$ cat config.mk
export PLATFORM = sky130hd
export DESIGN_NAME = memtrace_lane_serializer_flat
export DESIGN_NICKNAME = d
export VERILOG_FILES = /design/src/rtl/memtrace_lane_serializer_pkg.sv /design/src/rtl/memtrace_lane_serializer_if.sv /design/src/rtl/memtrace_lane_picker.sv /design/src/rtl/memtrace_lane_serializer.sv /design/src/flat_wrapper.sv
export SDC_FILE = /design/constraint.sdc
export NUM_CORES = 1
export LEC_CHECK = 0
export ABC_AREA = 1
export BUFFER_PORTS_ARGS = -buffer_cell sky130_fd_sc_hd__buf_4
export CAP_MARGIN = 20
export CORE_AREA = 2 2 272 274
export CTS_BUF_LIST = sky130_fd_sc_hd__clkbuf_16
export CTS_CLUSTER_SIZE = 14
export DETAILED_ROUTE_END_ITERATION = 16
export DIE_AREA = 0 0 274 276
export PLACE_DENSITY = 0.55
export SLEW_MARGIN = 10
export SYNTH_ARGS = -nofsm -noshare
export SYNTH_HDL_FRONTEND = slang
export SYNTH_SLANG_ARGS = --single-unit
$ cat constraint.sdc
create_clock -name clock -period 2.1 [get_ports clock]
set_input_delay 0.315 -clock clock [delete_from_list [all_inputs] [get_ports clock]]
set_output_delay 0.315 -clock clock [all_outputs]
set_load 0.02 [all_outputs]
$ cat src/rtl/memtrace_lane_serializer_pkg.sv
// Shared types and defaults for the memory-trace lane serializer.
package memtrace_pkg;

  localparam int DEF_DATA_WIDTH    = 64;
  localparam int DEF_LOGSIZE_WIDTH = 8;
  localparam int MAX_NUM_LANES     = 32;

  typedef enum logic [2:0] {
    ST_IDLE,
    ST_FETCH,
    ST_DRAIN,
    ST_FLUSH,
    ST_DONE
  } state_e;

  // One captured lane request at the default widths.
  typedef struct packed {
    logic [DEF_DATA_WIDTH-1:0]    address;
    logic                         is_store;
    logic [DEF_LOGSIZE_WIDTH-1:0] size;
    logic [DEF_DATA_WIDTH-1:0]    data;
  } lane_req_t;

  // Lane index width; a single-lane build still gets a 1-bit id.
  function automatic int lane_id_w(input int n);
    return (n > 1) ? $clog2(n) : 1;
  endfunction

endpackage

$ cat src/rtl/memtrace_lane_serializer_if.sv
// Trace-batch input, memory request output and response strobe.
// Lane g of each packed vector sits at bits [W*(g+1)-1 : W*g].
interface memtrace_lane_serializer_if #(
  parameter int NUM_LANES     = 4,
  parameter int DATA_WIDTH    = memtrace_pkg::DEF_DATA_WIDTH,
  parameter int LOGSIZE_WIDTH = memtrace_pkg::DEF_LOGSIZE_WIDTH
);
  localparam int LANE_W = memtrace_pkg::lane_id_w(NUM_LANES);

  logic                                       trace_read_ready;
  logic [NUM_LANES-1:0]                       trace_read_valid;
  logic [NUM_LANES-1:0][DATA_WIDTH-1:0]       trace_read_address;
  logic [NUM_LANES-1:0]                       trace_read_is_store;
  logic [NUM_LANES-1:0][LOGSIZE_WIDTH-1:0]    trace_read_size;
  logic [NUM_LANES-1:0][DATA_WIDTH-1:0]       trace_read_data;
  logic                                       trace_read_finished;

  logic                                       req_valid;
  logic                                       req_ready;
  logic [LANE_W-1:0]                          req_lane_id;
  logic [DATA_WIDTH-1:0]                      req_address;
  logic                                       req_is_store;
  logic [LOGSIZE_WIDTH-1:0]                   req_size;
  logic [DATA_WIDTH-1:0]                      req_data;

  logic                                       resp_valid;

  // Serializer side.
  modport master (
    output trace_read_ready,
    input  trace_read_valid, trace_read_address, trace_read_is_store,
    input  trace_read_size, trace_read_data, trace_read_finished,
    output req_valid, req_lane_id, req_address, req_is_store, req_size, req_data,
    input  req_ready,
    input  resp_valid
  );

  // Trace source / memory side.
  modport slave (
    input  trace_read_ready,
    output trace_read_valid, trace_read_address, trace_read_is_store,
    output trace_read_size, trace_read_data, trace_read_finished,
    input  req_valid, req_lane_id, req_address, req_is_store, req_size, req_data,
    output req_ready,
    output resp_valid
  );

endinterface

$ cat src/rtl/memtrace_lane_picker.sv
// Lowest-index priority encoder over the pending-lane mask.
module memtrace_lane_picker #(
  parameter int NUM_LANES = 4,
  parameter int IDX_W     = 2
) (
  input  logic [NUM_LANES-1:0] mask,
  output logic [IDX_W-1:0]     idx,
  output logic                 any
);

  // Scan high to low so the lowest set bit wins.
  always_comb begin
    idx = '0;
    for (int i = NUM_LANES - 1; i >= 0; i--) begin
      if (mask[i]) idx = IDX_W'(i);
    end
  end

  assign any = |mask;

endmodule

$ cat src/rtl/memtrace_lane_serializer.sv
// Captures one multi-lane trace batch, issues it one lane per handshake
// on a single memory port and tracks in-flight responses to completion.
module memtrace_lane_serializer
  import memtrace_pkg::*;
#(
  parameter int NUM_LANES       = 4,
  parameter int DATA_WIDTH      = DEF_DATA_WIDTH,
  parameter int LOGSIZE_WIDTH   = DEF_LOGSIZE_WIDTH,
  parameter int MAX_OUTSTANDING = 8
) (
  input  logic                             clock,
  input  logic                             reset,
  memtrace_lane_serializer_if.master       bus,
  output logic [$clog2(MAX_OUTSTANDING):0] outstanding,
  output logic                             done,
  output logic                             resp_error
);

  localparam int LANE_W = lane_id_w(NUM_LANES);
  localparam int CNT_W  = $clog2(MAX_OUTSTANDING) + 1;
  localparam logic [CNT_W-1:0] CNT_MAX = CNT_W'(MAX_OUTSTANDING);

  state_e                                  state_q, state_d;
  logic [NUM_LANES-1:0]                    pend_q, pend_d;
  logic                                    fin_pend_q;
  logic [NUM_LANES-1:0][DATA_WIDTH-1:0]    addr_q, data_q;
  logic [NUM_LANES-1:0][LOGSIZE_WIDTH-1:0] size_q;
  logic [NUM_LANES-1:0]                    store_q;
  logic [CNT_W-1:0]                        cnt_q, cnt_d;
  logic                                    err_q, err_d;

  logic [LANE_W-1:0]                       sel;
  logic [NUM_LANES-1:0]                    sel_oh;
  logic                                    any_pend;
  logic                                    in_drain, can_issue, issue, resp;
  logic                                    capture, last;

  memtrace_lane_picker #(
    .NUM_LANES (NUM_LANES),
    .IDX_W     (LANE_W)
  ) u_pick (
    .mask (pend_q),
    .idx  (sel),
    .any  (any_pend)
  );

  assign sel_oh    = NUM_LANES'(1) << sel;
  assign in_drain  = (state_q == ST_DRAIN);
  // Issue eligibility looks only at registered state, never at req_ready.
  assign can_issue = in_drain && any_pend && (cnt_q < CNT_MAX);
  assign issue     = can_issue && bus.req_ready;
  assign resp      = bus.resp_valid && (state_q != ST_IDLE);
  assign capture   = (state_q == ST_FETCH) && (|bus.trace_read_valid);
  assign pend_d    = pend_q & ~sel_oh;
  assign last      = issue && (pend_d == '0);

  assign bus.trace_read_ready = (state_q == ST_FETCH);
  assign bus.req_valid        = can_issue;
  // Request fields come from captured registers, so they hold through a stall.
  assign bus.req_lane_id      = in_drain ? sel          : '0;
  assign bus.req_address      = in_drain ? addr_q[sel]  : '0;
  assign bus.req_is_store     = in_drain ? store_q[sel] : 1'b0;
  assign bus.req_size         = in_drain ? size_q[sel]  : '0;
  assign bus.req_data         = in_drain ? data_q[sel]  : '0;

  assign outstanding = cnt_q;
  assign done        = (state_q == ST_DONE);
  assign resp_error  = err_q;

  // In-flight count: issue and response together cancel; a response with
  // nothing in flight is flagged instead of underflowing.
  always_comb begin
    cnt_d = cnt_q;
    err_d = err_q;
    if (issue && !resp) begin
      cnt_d = cnt_q + CNT_W'(1);
    end else if (!issue && resp) begin
      if (cnt_q == '0) err_d = 1'b1;
      else             cnt_d = cnt_q - CNT_W'(1);
    end
  end

  // Sequencing: fetch a batch, drain it lane by lane, flush responses.
  always_comb begin
    state_d = state_q;
    unique case (state_q)
      ST_IDLE:  state_d = ST_FETCH;
      ST_FETCH: begin
        if (|bus.trace_read_valid)    state_d = ST_DRAIN;
        else if (bus.trace_read_finished) state_d = ST_FLUSH;
      end
      ST_DRAIN: begin
        if (last) state_d = fin_pend_q ? ST_FLUSH : ST_FETCH;
      end
      ST_FLUSH: begin
        if (cnt_d == '0) state_d = ST_DONE;
      end
      ST_DONE:  state_d = ST_DONE;
      default:  state_d = ST_IDLE;
    endcase
  end

  // State, pending mask, finish latch and response counter.
  always_ff @(posedge clock or negedge reset) begin
    if (!reset) begin
      state_q    <= ST_IDLE;
      pend_q     <= '0;
      fin_pend_q <= 1'b0;
      cnt_q      <= '0;
      err_q      <= 1'b0;
    end else begin
      state_q <= state_d;
      cnt_q   <= cnt_d;
      err_q   <= err_d;
      if (capture) begin
        pend_q     <= bus.trace_read_valid;
        fin_pend_q <= bus.trace_read_finished;
      end else if (issue) begin
        pend_q <= pend_d;
      end
    end
  end

  // Per-lane field capture; only the FETCH handshake loads it.
  always_ff @(posedge clock or negedge reset) begin
    if (!reset) begin
      addr_q  <= '0;
      data_q  <= '0;
      size_q  <= '0;
      store_q <= '0;
    end else if (capture) begin
      addr_q  <= bus.trace_read_address;
      data_q  <= bus.trace_read_data;
      size_q  <= bus.trace_read_size;
      store_q <= bus.trace_read_is_store;
    end
  end

endmodule

$ cat src/flat_wrapper.sv
// flat-port wrapper written by rule: the top's interface ports become plain ports
module memtrace_lane_serializer_flat import memtrace_pkg::*;
#(
  parameter int NUM_LANES       = 4,
  parameter int DATA_WIDTH      = DEF_DATA_WIDTH,
  parameter int LOGSIZE_WIDTH   = DEF_LOGSIZE_WIDTH,
  parameter int MAX_OUTSTANDING = 8
)
  (clock, reset, outstanding, done, resp_error, bus_trace_read_ready, bus_trace_read_valid, bus_trace_read_address, bus_trace_read_is_store, bus_trace_read_size, bus_trace_read_data, bus_trace_read_finished, bus_req_valid, bus_req_lane_id, bus_req_address, bus_req_is_store, bus_req_size, bus_req_data, bus_req_ready, bus_resp_valid);
  memtrace_lane_serializer_if #(.NUM_LANES(NUM_LANES), .DATA_WIDTH(DATA_WIDTH), .LOGSIZE_WIDTH(LOGSIZE_WIDTH)) bus_i ();
  input  logic clock;
  input  logic reset;
  output logic [$clog2(MAX_OUTSTANDING):0] outstanding;
  output logic done;
  output logic resp_error;
  output wire logic [$bits(bus_i.trace_read_ready)-1:0] bus_trace_read_ready;
  input wire logic [$bits(bus_i.trace_read_valid)-1:0] bus_trace_read_valid;
  input wire logic [$bits(bus_i.trace_read_address)-1:0] bus_trace_read_address;
  input wire logic [$bits(bus_i.trace_read_is_store)-1:0] bus_trace_read_is_store;
  input wire logic [$bits(bus_i.trace_read_size)-1:0] bus_trace_read_size;
  input wire logic [$bits(bus_i.trace_read_data)-1:0] bus_trace_read_data;
  input wire logic [$bits(bus_i.trace_read_finished)-1:0] bus_trace_read_finished;
  output wire logic [$bits(bus_i.req_valid)-1:0] bus_req_valid;
  output wire logic [$bits(bus_i.req_lane_id)-1:0] bus_req_lane_id;
  output wire logic [$bits(bus_i.req_address)-1:0] bus_req_address;
  output wire logic [$bits(bus_i.req_is_store)-1:0] bus_req_is_store;
  output wire logic [$bits(bus_i.req_size)-1:0] bus_req_size;
  output wire logic [$bits(bus_i.req_data)-1:0] bus_req_data;
  input wire logic [$bits(bus_i.req_ready)-1:0] bus_req_ready;
  input wire logic [$bits(bus_i.resp_valid)-1:0] bus_resp_valid;
  assign bus_trace_read_ready = bus_i.trace_read_ready;
  assign bus_i.trace_read_valid = bus_trace_read_valid;
  assign bus_i.trace_read_address = bus_trace_read_address;
  assign bus_i.trace_read_is_store = bus_trace_read_is_store;
  assign bus_i.trace_read_size = bus_trace_read_size;
  assign bus_i.trace_read_data = bus_trace_read_data;
  assign bus_i.trace_read_finished = bus_trace_read_finished;
  assign bus_req_valid = bus_i.req_valid;
  assign bus_req_lane_id = bus_i.req_lane_id;
  assign bus_req_address = bus_i.req_address;
  assign bus_req_is_store = bus_i.req_is_store;
  assign bus_req_size = bus_i.req_size;
  assign bus_req_data = bus_i.req_data;
  assign bus_i.req_ready = bus_req_ready;
  assign bus_i.resp_valid = bus_resp_valid;
  memtrace_lane_serializer #(.NUM_LANES(NUM_LANES), .DATA_WIDTH(DATA_WIDTH), .LOGSIZE_WIDTH(LOGSIZE_WIDTH), .MAX_OUTSTANDING(MAX_OUTSTANDING)) u_core (.clock(clock), .reset(reset), .bus(bus_i), .outstanding(outstanding), .done(done), .resp_error(resp_error));
endmodule
-- Yosys cells after proc, flatten, opt, wreduce, memory -nomap -nowiden
Cells that the tools add are included.
- logic and storage cells: 81
- output and inout bits: 147
- register bits: 561
- bits of input ports: 557
- shift operators: 1
- bitwise gates (word level): 3
- reduce and logical (&&, ||, !) cells: 20
- equal/unequal tests: 7
- order comparisons: 2
- multiplexer cells: 28
- $add $sub $neg: 2
- operators by type and width (operator ; number):
    $bmux 64 s2 ; 2
    $mux 64 ; 4
    $mux 4 ; 5
    $bmux 8 s2 ; 1
    $mux 8 ; 2
    $pmux 3 s5 ; 1
    $logic_not 4->1 ; 3
    $mux 2 ; 6
    $mux 3 ; 4
    $logic_and 1x1->1 ; 8
    $reduce_or 4->1 ; 2
    $eq 3x2->1 const B ; 2
    $reduce_and 3->1 ; 2
    $add 4x1->4 const B ; 1
    $and 4x4->4 ; 1
    $lt 4x4->1 const B ; 1
    $not 4->4 ; 1
    $shl 1x2->4 const A ; 1
    $sub 4x1->4 const B ; 1
    $eq 3x1->1 const B ; 1
    $eq 3x3->1 const B ; 1
    $logic_not 3->1 ; 1
    $lt 2x3->1 const B ; 1
    $ne 3x1->1 const B ; 1
    other kinds (8) ; 10

-- Depth between registers and ports, before layout
Gate-level depths: netlist of the first run.
- depth in word-level cells: 11
- mapped depth: 17
- mapped depth without buffers: 17

-- Hierarchy
A second synthesis of the first run with hierarchy kept.
- cells, all modules: 1794
- area, all modules: 24582.3 um^2
- modules (own cells, without submodules) (module ; instances ; seq. area each (um^2) ; area each (um^2) ; cells each):
    memtrace_lane_serializer ; 1 ; 14038.5 ; 24536.0 ; 1785
    memtrace_lane_picker ; 1 ; 0.0 ; 46.3 ; 9

-- Worst setup path before layout of the first run
Ideal clock, no wire load.
- path kind: register -> output
- start point: reg u_core.pend_q[0]
- end point: out bus_req_address[43]
- required time: 1.785 ns
- cell stages (with the launch flop): 8
- path slack: 0.105 ns
- arrival: 1.680 ns
- path buffers: 2
- cell sequence: dfrtp_1 nor2_1 inv_1 nor2_1 buf_2 buf_1 nand2_1 a31oi_1
- longest elaborated chain between the ends: 4
- ends and longest elaborated chain (item ; line ; source):
    from (decl) ; memtrace_lane_serializer.sv:24 ; logic [NUM_LANES-1:0] pend_q, pend_d;
    from (signal assigned) ; memtrace_lane_serializer.sv:116 ; pend_q <= bus.trace_read_valid;
    from (signal assigned) ; memtrace_lane_serializer.sv:119 ; pend_q <= pend_d;
    $mux 2 ; memtrace_lane_picker.sv:15 ; if (mask[i]) idx = IDX_W'(i);
    $bmux 64 s2 ; memtrace_lane_serializer.sv:61 ; assign bus.req_address = in_drain ? addr_q[sel] : '0;
    $mux 64 (not written as such) ; memtrace_lane_serializer.sv:61 ;
    $mux 64 ; memtrace_lane_serializer.sv:61 ;
    to (decl) ; flat_wrapper.sv:25 ; output wire logic [$bits(bus_i.req_address)-1:0] bus_req_address;
No other way between the ends. The select of a mux whose other input is x is not followed.

-- Final worst setup path of the first run
- start point: reg u_core.pend_q[3]
- end point: out bus_req_data[32]
- longest elaborated chain between the ends: 7
- ends and longest elaborated chain (item ; line ; source):
    $mux 2 (4 in series) ; memtrace_lane_picker.sv:15 ;
    $bmux 64 s2 ; memtrace_lane_serializer.sv:64 ; assign bus.req_data = in_drain ? data_q[sel] : '0;
    $mux 64 (not written as such) ; memtrace_lane_serializer.sv:64 ;
    $mux 64 ; memtrace_lane_serializer.sv:64 ;
    to (decl) ; flat_wrapper.sv:28 ; output wire logic [$bits(bus_i.req_data)-1:0] bus_req_data;
No other way between the ends. The select of a mux whose other input is x is not followed.

==> metrics.txt, run 1 <==
run status finished with violations; violated checks negative setup slack; remaining global-route overflow 0; signed area change from the synthesized netlist to the final layout 66.00%; Maximum Capacitance Violations 0; Row Count between 90 and 100; fraction of layout instances using a drive strength above 1 45.91%; type of the setup path with the least slack register to output port; maximum clock frequency 352.5 MHz; count of synthesis-stage warnings from yosys 0; IO Count roughly 700; starting density of the core a little over a third; maximum ir drop on the vdd rail 0.8637 mV; Main synth FF type sky130_fd_sc_hd__dfrtp_1; number of cells on the worst reg-to-reg path 13; clk root buf sky130_fd_sc_hd__clkbuf_16; destination of the worst register-to-register timing path u_core.state_q[0]; placed cell count 3873; largest area contributor in the synthesized netlist sky130_fd_sc_hd__dfrtp_1; PortBufs 703; Reg clk slew, reported paths 50 ps; RSZ-0062 raised after global routing true; cell at the slowest stage of the critical path sky130_fd_sc_hd__dfrtp_1; most common cell in the netlist sky130_fd_sc_hd__dfrtp_1; Required @ worst endpoint 1780 ps; maximum fanout along the worst path 5; Sink Count about 560; Synth Register Bits 561; mean cell area of the mapped netlist 11.43 µm²; reg2reg setup slack 70 ps; final-layout setup total negative slack -79160 ps; final count of negative-setup-slack endpoints 140; met1 track demand over resource 30.79%; Worst-Margin Slew 665.2 ps; Critical Path Source u_core.pend_q[3]; hold-critical path depth 3; TritonCTS clock tree built; final cell count without fillers 4607; number of antenna violations at the first check in global routing 22; Final Wtd Congestion between 0.8 and 0.9; Hold Worst Slack 59.83 ps; total number of vias roughly 23k; core outline area about 73000 µm²; final wirelength 97750 µm; Final Critical Period 2837 ps; most common library cells after synthesis sky130_fd_sc_hd__dfrtp_1 (561), sky130_fd_sc_hd__mux2_2 (548), sky130_fd_sc_hd__nand2_1 (310); count of routing violations after the opening detailed-route iteration 1439; Worst-Skew Late Latency 600 ps; Fin Clk Skew 31.19 ps; die area 75620 µm²; synthesized net count 2766; Hold WC Path Type input pin to register; wire length per cell between 20 and 25 µm; number of buffer and inverter stages on the critical path 7; DP Wirelength 66090 µm; Most Used Layer, Global Route met2; clock tree buffer depth 3; via count of the first global-routing pass 24.89k; series of cell instances along the critical path buf_6 > inv_4 > a21oi_4 > buf_6 > buf_12 > buf_12 > buf_16 > nor2_4 > o21ai_1 > a31oi_1 > buf_4; kind of cell adding the most delay to the critical path buffers and inverters; GRT met3 Usage 4.603%; maximum number of pins on one net before global-route repair 80; Horiz. Die Dim 274 µm; fraction of registers with async set/reset 100.0%; max-slew violation count 0; distinct cell type count after synthesis 29; terminating pin of the worst hold path u_core.pend_q[2]; Hold Path Origin bus_trace_read_valid[2]; vias per std cell 4.968; ratio of total power to cell area 1582 nW/µm²; CP Depth 11; number of nets in the final layout roughly 4.1k; worst setup margin -736.9 ps; instance count of the mapped netlist around 2.2k; Final Hold Violating Endpoints 0; reg2reg start u_core.pend_q[2]; slew margin rel. a little under three fifths; type of origin of the critical path register; share of the yosys chip area belonging to registers about 56%; pre-CTS worst setup slack -247.3 ps; remaining antenna violation count after routing 0; cell types with the largest area share after synthesis sky130_fd_sc_hd__dfrtp_1 (56%), sky130_fd_sc_hd__mux2_2 (24%), sky130_fd_sc_hd__nand2_1 (4.6%); portion of the clock cycle consumed by the worst path in the final layout 135.1%; portion of synthesized cell area occupied by the leading cell type between 50% and 60%; die extent in y around 280 µm; number of buffers inserted during clock tree synthesis 66; first-pass iteration count of the detailed router 5; Clock H-tree levels 3; worst stage delay on the critical path 430 ps; global router's overall resource usage 25.11%; Netlist Area Pre-Place 25240 µm²; kind of capture point of the worst setup path output port; global-route wire length before repair 146200 µm; filler instances 5890; M2 GR Usage roughly 43%; static power due to leakage 18.66 nW; number of enable flip-flop cells after synthesis 0; Data arrival, critical path roughly 2500 ps; DRC viols 0
## per-stage QoR
| stage | power (W) | util, % | instance area (µm²) |
|---|---|---|---|
| floorplan | 0.03684 | - | 25240 |
| global placement | 0.04871 | 45.27 | 32860 |
| detailed placement | 0.04941 | 45.27 | 32860 |
| CTS | 0.06430 | 56.72 | 41170 |
| global route | 0.06998 | 57.71 | 41890 |
| finish | 0.06628 | 57.71 | 41890 |
## placed cells by master (no fill, tap or decap), types with 2 or more instances in the layout
cell and n:
sky130_fd_sc_hd__bufinv_16 5, sky130_fd_sc_hd__o21ai_2 16, sky130_fd_sc_hd__a31oi_4 3, sky130_fd_sc_hd__buf_8 9, sky130_fd_sc_hd__nand2_1 306, sky130_fd_sc_hd__a31oi_1 123
sky130_fd_sc_hd__a21oi_4 2, sky130_fd_sc_hd__o21ai_1 86, sky130_fd_sc_hd__o21ai_0 44, sky130_fd_sc_hd__diode_2 21, sky130_fd_sc_hd__xor2_1 2, sky130_fd_sc_hd__nand2_2 7
sky130_fd_sc_hd__nand3_1 10, sky130_fd_sc_hd__a31oi_2 12, sky130_fd_sc_hd__o211ai_1 3, sky130_fd_sc_hd__inv_1 38, sky130_fd_sc_hd__nor2_4 28, sky130_fd_sc_hd__clkinv_2 10
sky130_fd_sc_hd__buf_16 8, sky130_fd_sc_hd__nand2_8 2, sky130_fd_sc_hd__nor2_2 36, sky130_fd_sc_hd__nor3_1 2, sky130_fd_sc_hd__dfrtp_1 558, sky130_fd_sc_hd__clkbuf_16 74
sky130_fd_sc_hd__buf_6 27, sky130_fd_sc_hd__nor2_1 226, sky130_fd_sc_hd__dfrtp_2 3, sky130_fd_sc_hd__dlygate4sd3_1 550, sky130_fd_sc_hd__clkinv_1 9, sky130_fd_sc_hd__mux2_2 548
sky130_fd_sc_hd__inv_2 3, sky130_fd_sc_hd__buf_4 789, sky130_fd_sc_hd__buf_12 67, sky130_fd_sc_hd__inv_6 4
## kinds of logic after synthesis
kind of cell / synth area share (%)
and+or+nand+nor: 9.554
DFF: 55.63
xor gates and xnor gates: 0.06943
muxes: 24.45
AOI/OAI and AO/OA: 6.550
buffers and inverters: 3.644
adders and majority gates: 0.09915
## worst reg2reg max path, stage by stage, from the launching register on
cell,delay (ps)
sky130_fd_sc_hd__dfrtp_1,370
sky130_fd_sc_hd__inv_2,90
sky130_fd_sc_hd__nand2_4,70
sky130_fd_sc_hd__buf_4,140
sky130_fd_sc_hd__nor2_4,150
sky130_fd_sc_hd__buf_4,190
sky130_fd_sc_hd__buf_16,180
sky130_fd_sc_hd__nor2_1,90
sky130_fd_sc_hd__o31ai_2,280
sky130_fd_sc_hd__nand2_1,100
sky130_fd_sc_hd__inv_1,90
sky130_fd_sc_hd__nand2_2,60
sky130_fd_sc_hd__nand2_1,50
sky130_fd_sc_hd__nand2_1,40
## power by group
group | switching (W) | internal, W
Sequential | 0.00326 | 0.0165
Clock | 0.00468 | 0.00650
Combinational | 0.0175 | 0.0178
Total | 0.0255 | 0.0408
## worst max path at each step
stage | slack [ps] | endpoint
after floorplan | 110 | bus_req_address[43]
after global placement | -220 | bus_req_address[23]
after detailed placement | -250 | bus_req_address[23]
after CTS | -720 | bus_req_address[5]
after global routing | -840 | bus_req_data[32]
final | -740 | bus_req_data[32]
## area by class of cell
| type | count | area [µm²] | area share [%] |
|---|---|---|---|
| Sequential cell | 561 | 14040 | 33.52 |
| Timing Repair Buffer | 1456 | 13580 | 32.42 |
| Multi-Input combinational cell | 1468 | 10830 | 25.84 |
| Clock buffer | 68 | 1702 | 4.062 |
| Tap cell | 959 | 1200 | 2.864 |
| Clock inverter | 48 | 376.6 | 0.8990 |
| Inverter | 26 | 112.6 | 0.2688 |
| Antenna cell | 21 | 52.55 | 0.1254 |
## timing repair
action | in CTS | in global routing
buffers inserted | 25 | 10
hold buffers | 550 | 0
pin swaps | 33 | 67
hold endpoints to repair | 594 | 0
endpoints found under the setup margin | 141 | 144
gates cloned | 10 | 6
resized for setup | 112 | 191
## registers in the layout (all words and copies together) (netlist names)
name                count
u_core.addr_q         256
u_core.data_q         256
u_core.fin_pend_q       1
u_core.outstanding      4
u_core.pend_q           4
u_core.resp_error       1
u_core.size_q          32
u_core.state_q          3
u_core.store_q          4
## routing by layer
metal	vias to the layer above	share of wire [%]	wire length, µm
met4	6	3.9	3774
met2	840	50	49160
met5	-	0.042	41
met1	11426	41	39650
met3	240	5.2	5122
li1	10374	-	-
(Power assumes the default switching activity.)
==> run 2: changes to the inputs <==
--- a/constraint.sdc
+++ b/constraint.sdc
@@ -3,2 +3,2 @@
 set_output_delay 0.315 -clock clock [all_outputs]
-set_load 0.02 [all_outputs]
+set_load 0.05 [all_outputs]
==> run 2 against run 1 <==
Effect of this change: the run still ends with negative setup slack left; flip-flop and latch count did not move; clock power is 4% higher; global-route usage rose by 1.1 points; non-clock buffer count is 62 higher; clock skew shrank 4.3 ps; combinational power up 38%; maximum frequency grew 0.45%; design area is 10% higher; via count increased by 1.5%; critical path depth decreased by 3; wire length up 9.5%; critical path type unchanged; critical endpoint is now bus_req_address[40]; highest routed layer unchanged.
==> metrics.txt, run 2 (synthesis gave the netlist of run 1 again) <==
Clock H-tree levels 3; placed cell count 3899; area of the multi-input gates ~13000 µm²; remaining antenna violation count after routing 0; Reg clk slew, reported paths 60 ps; portion of total power attributed to combinational logic ~60%; signed area change from the synthesized netlist to the final layout 83.32%; Final Critical Period 2824 ps; kind of cell adding the most delay to the critical path buffers and inverters; Worst-Margin Slew 614.6 ps; Hold Path Origin bus_trace_read_finished; Critical Path Source u_core.pend_q[0]; maximum fanout along the worst path 30; leading cell types in the layout, fill and taps excluded sky130_fd_sc_hd__buf_4 (677), sky130_fd_sc_hd__dfrtp_1 (560), sky130_fd_sc_hd__dlygate4sd3_1 (553); Switching Share 42.63%; IO Count roughly 700; worst stage delay on the critical path about 400 ps; Final Wtd Congestion 0.8952; Clock power frac 14.4%; total number of vias between 20k and 25k; die extent in y 276 µm; cell at the slowest stage of the critical path sky130_fd_sc_hd__dfrtp_1; number of buffer and inverter stages on the critical path 5; maximum number of pins on one net before global-route repair 65; wire length per cell 22.91 µm; number of antenna violations at the first check in global routing 23; number of buffers inserted during clock tree synthesis 67; RSZ-0062 raised after global routing true; maximum ir drop on the vdd rail between 1 and 1.5 mV; Hold WC Path Type input pin to register; Flop pwr share roughly 25%; type of origin of the critical path register; area used by sequential logic in the layout 14040 µm²; remaining global-route overflow 0; core outline area 72590 µm²; via count of the first global-routing pass 25.15k; global-route wire length before repair 151000 µm; clock tree buffer depth 3; die area 75620 µm²; global router's overall resource usage 26.25%; Worst-Skew Late Latency 610 ps; Top Registers u_core.addr_q: 256 flops, u_core.data_q: 256 flops, u_core.size_q: 32 flops; count of routing violations after the opening detailed-route iteration between 1k and 1.5k; Sink Count 561; final wirelength 107000 µm; worst setup margin -724.3 ps; kind of capture point of the worst setup path output port; Hold Worst Slack around 45 ps; first-pass iteration count of the detailed router 5; final cell count without fillers ~4.7k; final count of negative-setup-slack endpoints 141; ratio of total power to cell area 1738 nW/µm²; TritonCTS clock tree built; Internal Dissipation 0.04614 W; filler instances around 5.4k; final design utilization a little under two thirds; maximum clock frequency 354.1 MHz; Required @ worst endpoint 1780 ps; slew margin rel. 59.03%; vias per std cell 4.974; type of the setup path with the least slack register to output port; Horiz. Die Dim 274 µm; Data arrival, critical path 2510 ps; clk root buf sky130_fd_sc_hd__clkbuf_16; total power 0.08042 W; reg2reg start u_core.state_q[2]; DRC viols 0; portion of the clock cycle consumed by the worst path in the final layout 134.5%; fraction of layout instances using a drive strength above 1 54.70%; series of cell instances along the critical path buf_4 > a21oi_4 > buf_12 > inv_8 > buf_16 > o21ai_0 > a31oi_4 > buf_6; PortBufs 703; Row Count 99; leading cell type in the layout, fill and taps excluded sky130_fd_sc_hd__buf_4; Maximum Capacitance Violations 0; number of nets in the final layout 4202; DP Wirelength 68860 µm; max-slew violation count 0; violated checks negative setup slack; Net Sw Power 0.03428 W; run status finished with violations; starting density of the core around a third; Final Hold Violating Endpoints 0; Fin Clk Skew ~27 ps; static power due to leakage 19.96 nW
-- run 2: cell count changes in the layout (fill, tap and decap cells not counted), sizes merged --
cell,previous run,this run
nand3,12,13
inv,48,50
clkinv,20,19
dlygate4sd3,550,553
diode,21,17
clkinvlp,1,2
bufinv,5,6
clkbuf,74,94
buf,900,941
-- run 2: tightest hold or removal path: stages --
cell	delay, ps
sky130_fd_sc_hd__buf_4	80
sky130_fd_sc_hd__inv_1	50
sky130_fd_sc_hd__o21ai_0	150
-- run 2: layout make-up --
cell class                      count  area share [%]
Clock inverter                     51          0.8844
Clock buffer                       70           3.786
Timing Repair Buffer             1518           33.46
Inverter                           26          0.2651
Tap cell                          959           2.594
Sequential cell                   561           30.35
Antenna cell                       17         0.09196
Multi-Input combinational cell   1469           28.57
-- run 2: stage by stage --
step                area, µm²  setup WS (ps)  setup TNS (ps)
floorplan               26800         -361.1          -10380
global placement        34760         -357.8          -13630
detailed placement      34760         -374.2          -16480
CTS                     44150         -753.6          -92610
global route            46240         -797.3          -96590
finish                  46260         -724.3          -81960
-- run 2: repair_timing --
| item | 4_1_cts | 5_1_grt |
|---|---|---|
| gates cloned | 17 | 27 |
| hold buffers | 553 | 0 |
| pin swaps | 36 | 108 |
| endpoints found under the hold margin | 588 | 0 |
| gates resized for setup | 310 | 430 |
| setup buffers | 29 | 21 |
| endpoints found under the setup margin | 141 | 588 |
-- run 2: final timing paths --
path	end	slack, ps	cells past startpoint
max in group asynchronous	u_core.addr_q[236]	910	3
setup reg to reg	u_core.state_q[0]	50	15
hold reg to reg	u_core.fin_pend_q	490	2
hold / removal	u_core.fin_pend_q	50	3
setup / recovery	bus_req_address[40]	-720	8
min in group asynchronous	u_core.addr_q[186]	300	2
-- run 2: layer usage --
layer	track usage (%)	share of wire (%)	vias to the layer above	wire length, µm
met5	0	0.10	-	109
met4	9.908	3.8	16	4033
met3	6.366	6.6	247	7083
met2	44.70	49	843	52870
met1	31.98	40	11607	42910
li1	-	-	10519	-
-- run 2: power by group through the flow --
| stage | Combinational (W) | Clock, W | Sequential, W |
|---|---|---|---|
| floorplan | 0.0252 | 0 | 0.0186 |
| finish | 0.0486 | 0.0116 | 0.0203 |
| detailed placement | 0.0377 | 0 | 0.0196 |
| CTS | 0.0433 | 0.0118 | 0.0196 |
| global route | 0.0510 | 0.0123 | 0.0208 |
| global placement | 0.0372 | 0 | 0.0194 |
==> run 3: changes to the inputs <==
CORE_AREA = 2 2 270 272   (was 2 2 272 274)
DIE_AREA = 0 0 272 274   (was 0 0 274 276)
HOLD_SLACK_MARGIN = 0.15   (was unset)
PLACE_DENSITY = 0.56   (was 0.55)
clock period = 3.58 ns   (was 2.1 ns; I/O delays follow)
==> run 3 against run 2 <==
Effect of this change: the flow now finishes without violations; sequential share of layout area grew 5.8 points; register-to-register slack gained 980 ps; global-route usage shrank 2.0 points; wire length shrank 13%; combinational power shrank 62%; largest power group unchanged; non-clock buffer count shrank 259; critical endpoint is now bus_req_size[7]; critical path type unchanged.
==> metrics.txt, run 3 (synthesis gave the netlist of run 1 again) <==
vias per std cell 4.983; via count of the first global-routing pass between 20k and 25k; Data arrival, critical path 2890 ps; maximum clock frequency 291.7 MHz; cell at the slowest stage of the critical path sky130_fd_sc_hd__dfrtp_1; RSZ-0062 raised after global routing false; Final Wtd Congestion 0.8763; IO Count 704; global router's overall resource usage 24.22%; kind of capture point of the worst setup path output port; clock tree buffer depth 3; Top Registers u_core.addr_q: 256 flops, u_core.data_q: 256 flops, u_core.size_q: 32 flops; final design utilization 53.89%; TritonCTS clock tree built; wire length per cell roughly 21 µm; Sink Count roughly 560; Fin Clk Skew ~30 ps; number of buffers inserted during clock tree synthesis 66; number of nets in the final layout 3941; Row Count 99; ratio of total power to cell area 941.3 nW/µm²; Horiz. Die Dim 272 µm; clk root buf sky130_fd_sc_hd__clkbuf_16; remaining global-route overflow 0; placed cell count approximately 3.8k; final wirelength 93130 µm; core outline area 71970 µm²; global-route wire length before repair 138900 µm; maximum fanout along the worst path 62; leading cell types in the layout, fill and taps excluded sky130_fd_sc_hd__buf_4 (724), sky130_fd_sc_hd__dfrtp_1 (561), sky130_fd_sc_hd__mux2_2 (548); type of the setup path with the least slack register to output port; Worst-Margin Slew 694.2 ps; maximum number of pins on one net before global-route repair 82; worst setup margin 152.2 ps; fraction of layout instances using a drive strength above 1 40.96%; Worst-Skew Late Latency about 620 ps; number of antenna violations at the first check in global routing 16; leading cell type in the layout, fill and taps excluded sky130_fd_sc_hd__buf_4; DRC viols 0; run status complete, no violations; static power due to leakage 17.28 nW; remaining antenna violation count after routing 0; PortBufs around 700; first-pass iteration count of the detailed router 5; worst stage delay on the critical path between 300 and 400 ps; final count of negative-setup-slack endpoints 0; Maximum Capacitance Violations 0; DP Wirelength between 60000 and 70000 µm; Final Hold Violating Endpoints 0; Hold Worst Slack between 150 and 200 ps; Final Critical Period 3428 ps; die area 74530 µm²; series of cell instances along the critical path inv_2 > nand2_1 > a21oi_4 > buf_4 > inv_6 > buf_12 > o21ai_0 > a31oi_1 > buf_4; portion of the clock cycle consumed by the worst path in the final layout 95.75%; signed area change from the synthesized netlist to the final layout 53.70%; starting density of the core around a third; slew margin rel. between 50% and 60%; Clock H-tree levels 3; count of routing violations after the opening detailed-route iteration roughly 1.3k; Hold WC Path Type input pin to register; max-slew violation count 0; final-layout setup total negative slack 0 ps; final cell count without fillers 4397; Top cell by count, worst path sky130_fd_sc_hd__buf_4; die extent in y 274 µm; Reg clk slew, reported paths roughly 60 ps; pre-CTS worst setup slack 568.5 ps; Required @ worst endpoint 3040 ps; total number of vias 21.91k; type of origin of the critical path register; maximum ir drop on the vdd rail 0.6134 mV
==> run 3: cell types whose count changed in the layout (fill, tap and decap cells not counted), sizes merged <==
cell,delta
dlygate4sd3,-43
diode,-4
clkbuf,-25
bufinv,-3
nand3,-1
buf,-194
inv,-9
clkinv,+5
==> run 3: metal layers <==
metal / GRT usage, % / wire [µm] / vias to the layer above
li1: - / - / 9936
met1: 29.49 / 37280 / 10954
met2: 41.16 / 46030 / 791
met3: 5.228 / 5729 / 221
met4: 11.05 / 4027 / 10
met5: 0 / 62 / -
==> run 3: stage by stage <==
stage	power (W)	instance area, µm²
after detailed placement	0.02940	31530
after global routing	0.03867	38770
after floorplan	0.02373	25240
after global placement	0.02902	31530
final	0.03651	38790
after CTS	0.03647	38680
==> run 3: cell type report <==
cell class | instances | area [µm²]
clock inverters | 44 | 359.1
multi-input cells | 1468 | 10350
diodes | 13 | 32.53
fillers | 6160 | 33180
repair buffers | 1259 | 11030
well taps | 959 | 1200
flip-flops and latches | 561 | 14040
inverters | 26 | 102.6
clock buffers | 67 | 1677
==> run 3: final timing paths <==
kind / startpoint / end / slack, ps / cells past startpoint
max reg2reg: u_core.state_q[2] / u_core.state_q[0] / 1030 / 15
max: u_core.pend_q[2] / bus_req_size[7] / 150 / 9
max in group asynchronous: reset / u_core.addr_q[58] / 1980 / 3
min in group asynchronous: reset / u_core.addr_q[74] / 460 / 2
min: bus_trace_read_size[30] / u_core.size_q[30] / 190 / 2
min reg2reg: u_core.addr_q[103] / u_core.addr_q[103] / 500 / 1
==> run 3: power by group <==
part,internal [W],switching [W],leakage [nW]
registers,0.00968,0.00180,6.59
logic,0.00762,0.0110,9.66
clock network,0.00365,0.00280,1.03
total,0.0209,0.0156,17.3
==> run 3: what timing repair did <==
| action | 4_1_cts | 5_1_grt |
|---|---|---|
| setup buffers | 0 | 5 |
| setup endpoints to repair | 1 | 4 |
| pin swaps | 0 | 1 |
| gates cloned | 0 | 2 |
| hold buffers | 510 | 0 |
| resized for setup | 2 | 4 |
| hold endpoints to repair | 553 | 0 |
==> run 3: worst max-delay path: cells and delay by family (launching register included) <==
kind	cells	cell delay, ps
AO/OA/AOI/OAI	3	580
buffers and inverters	5	1130
flip-flops	1	340
AND/OR/NAND/NOR	1	180
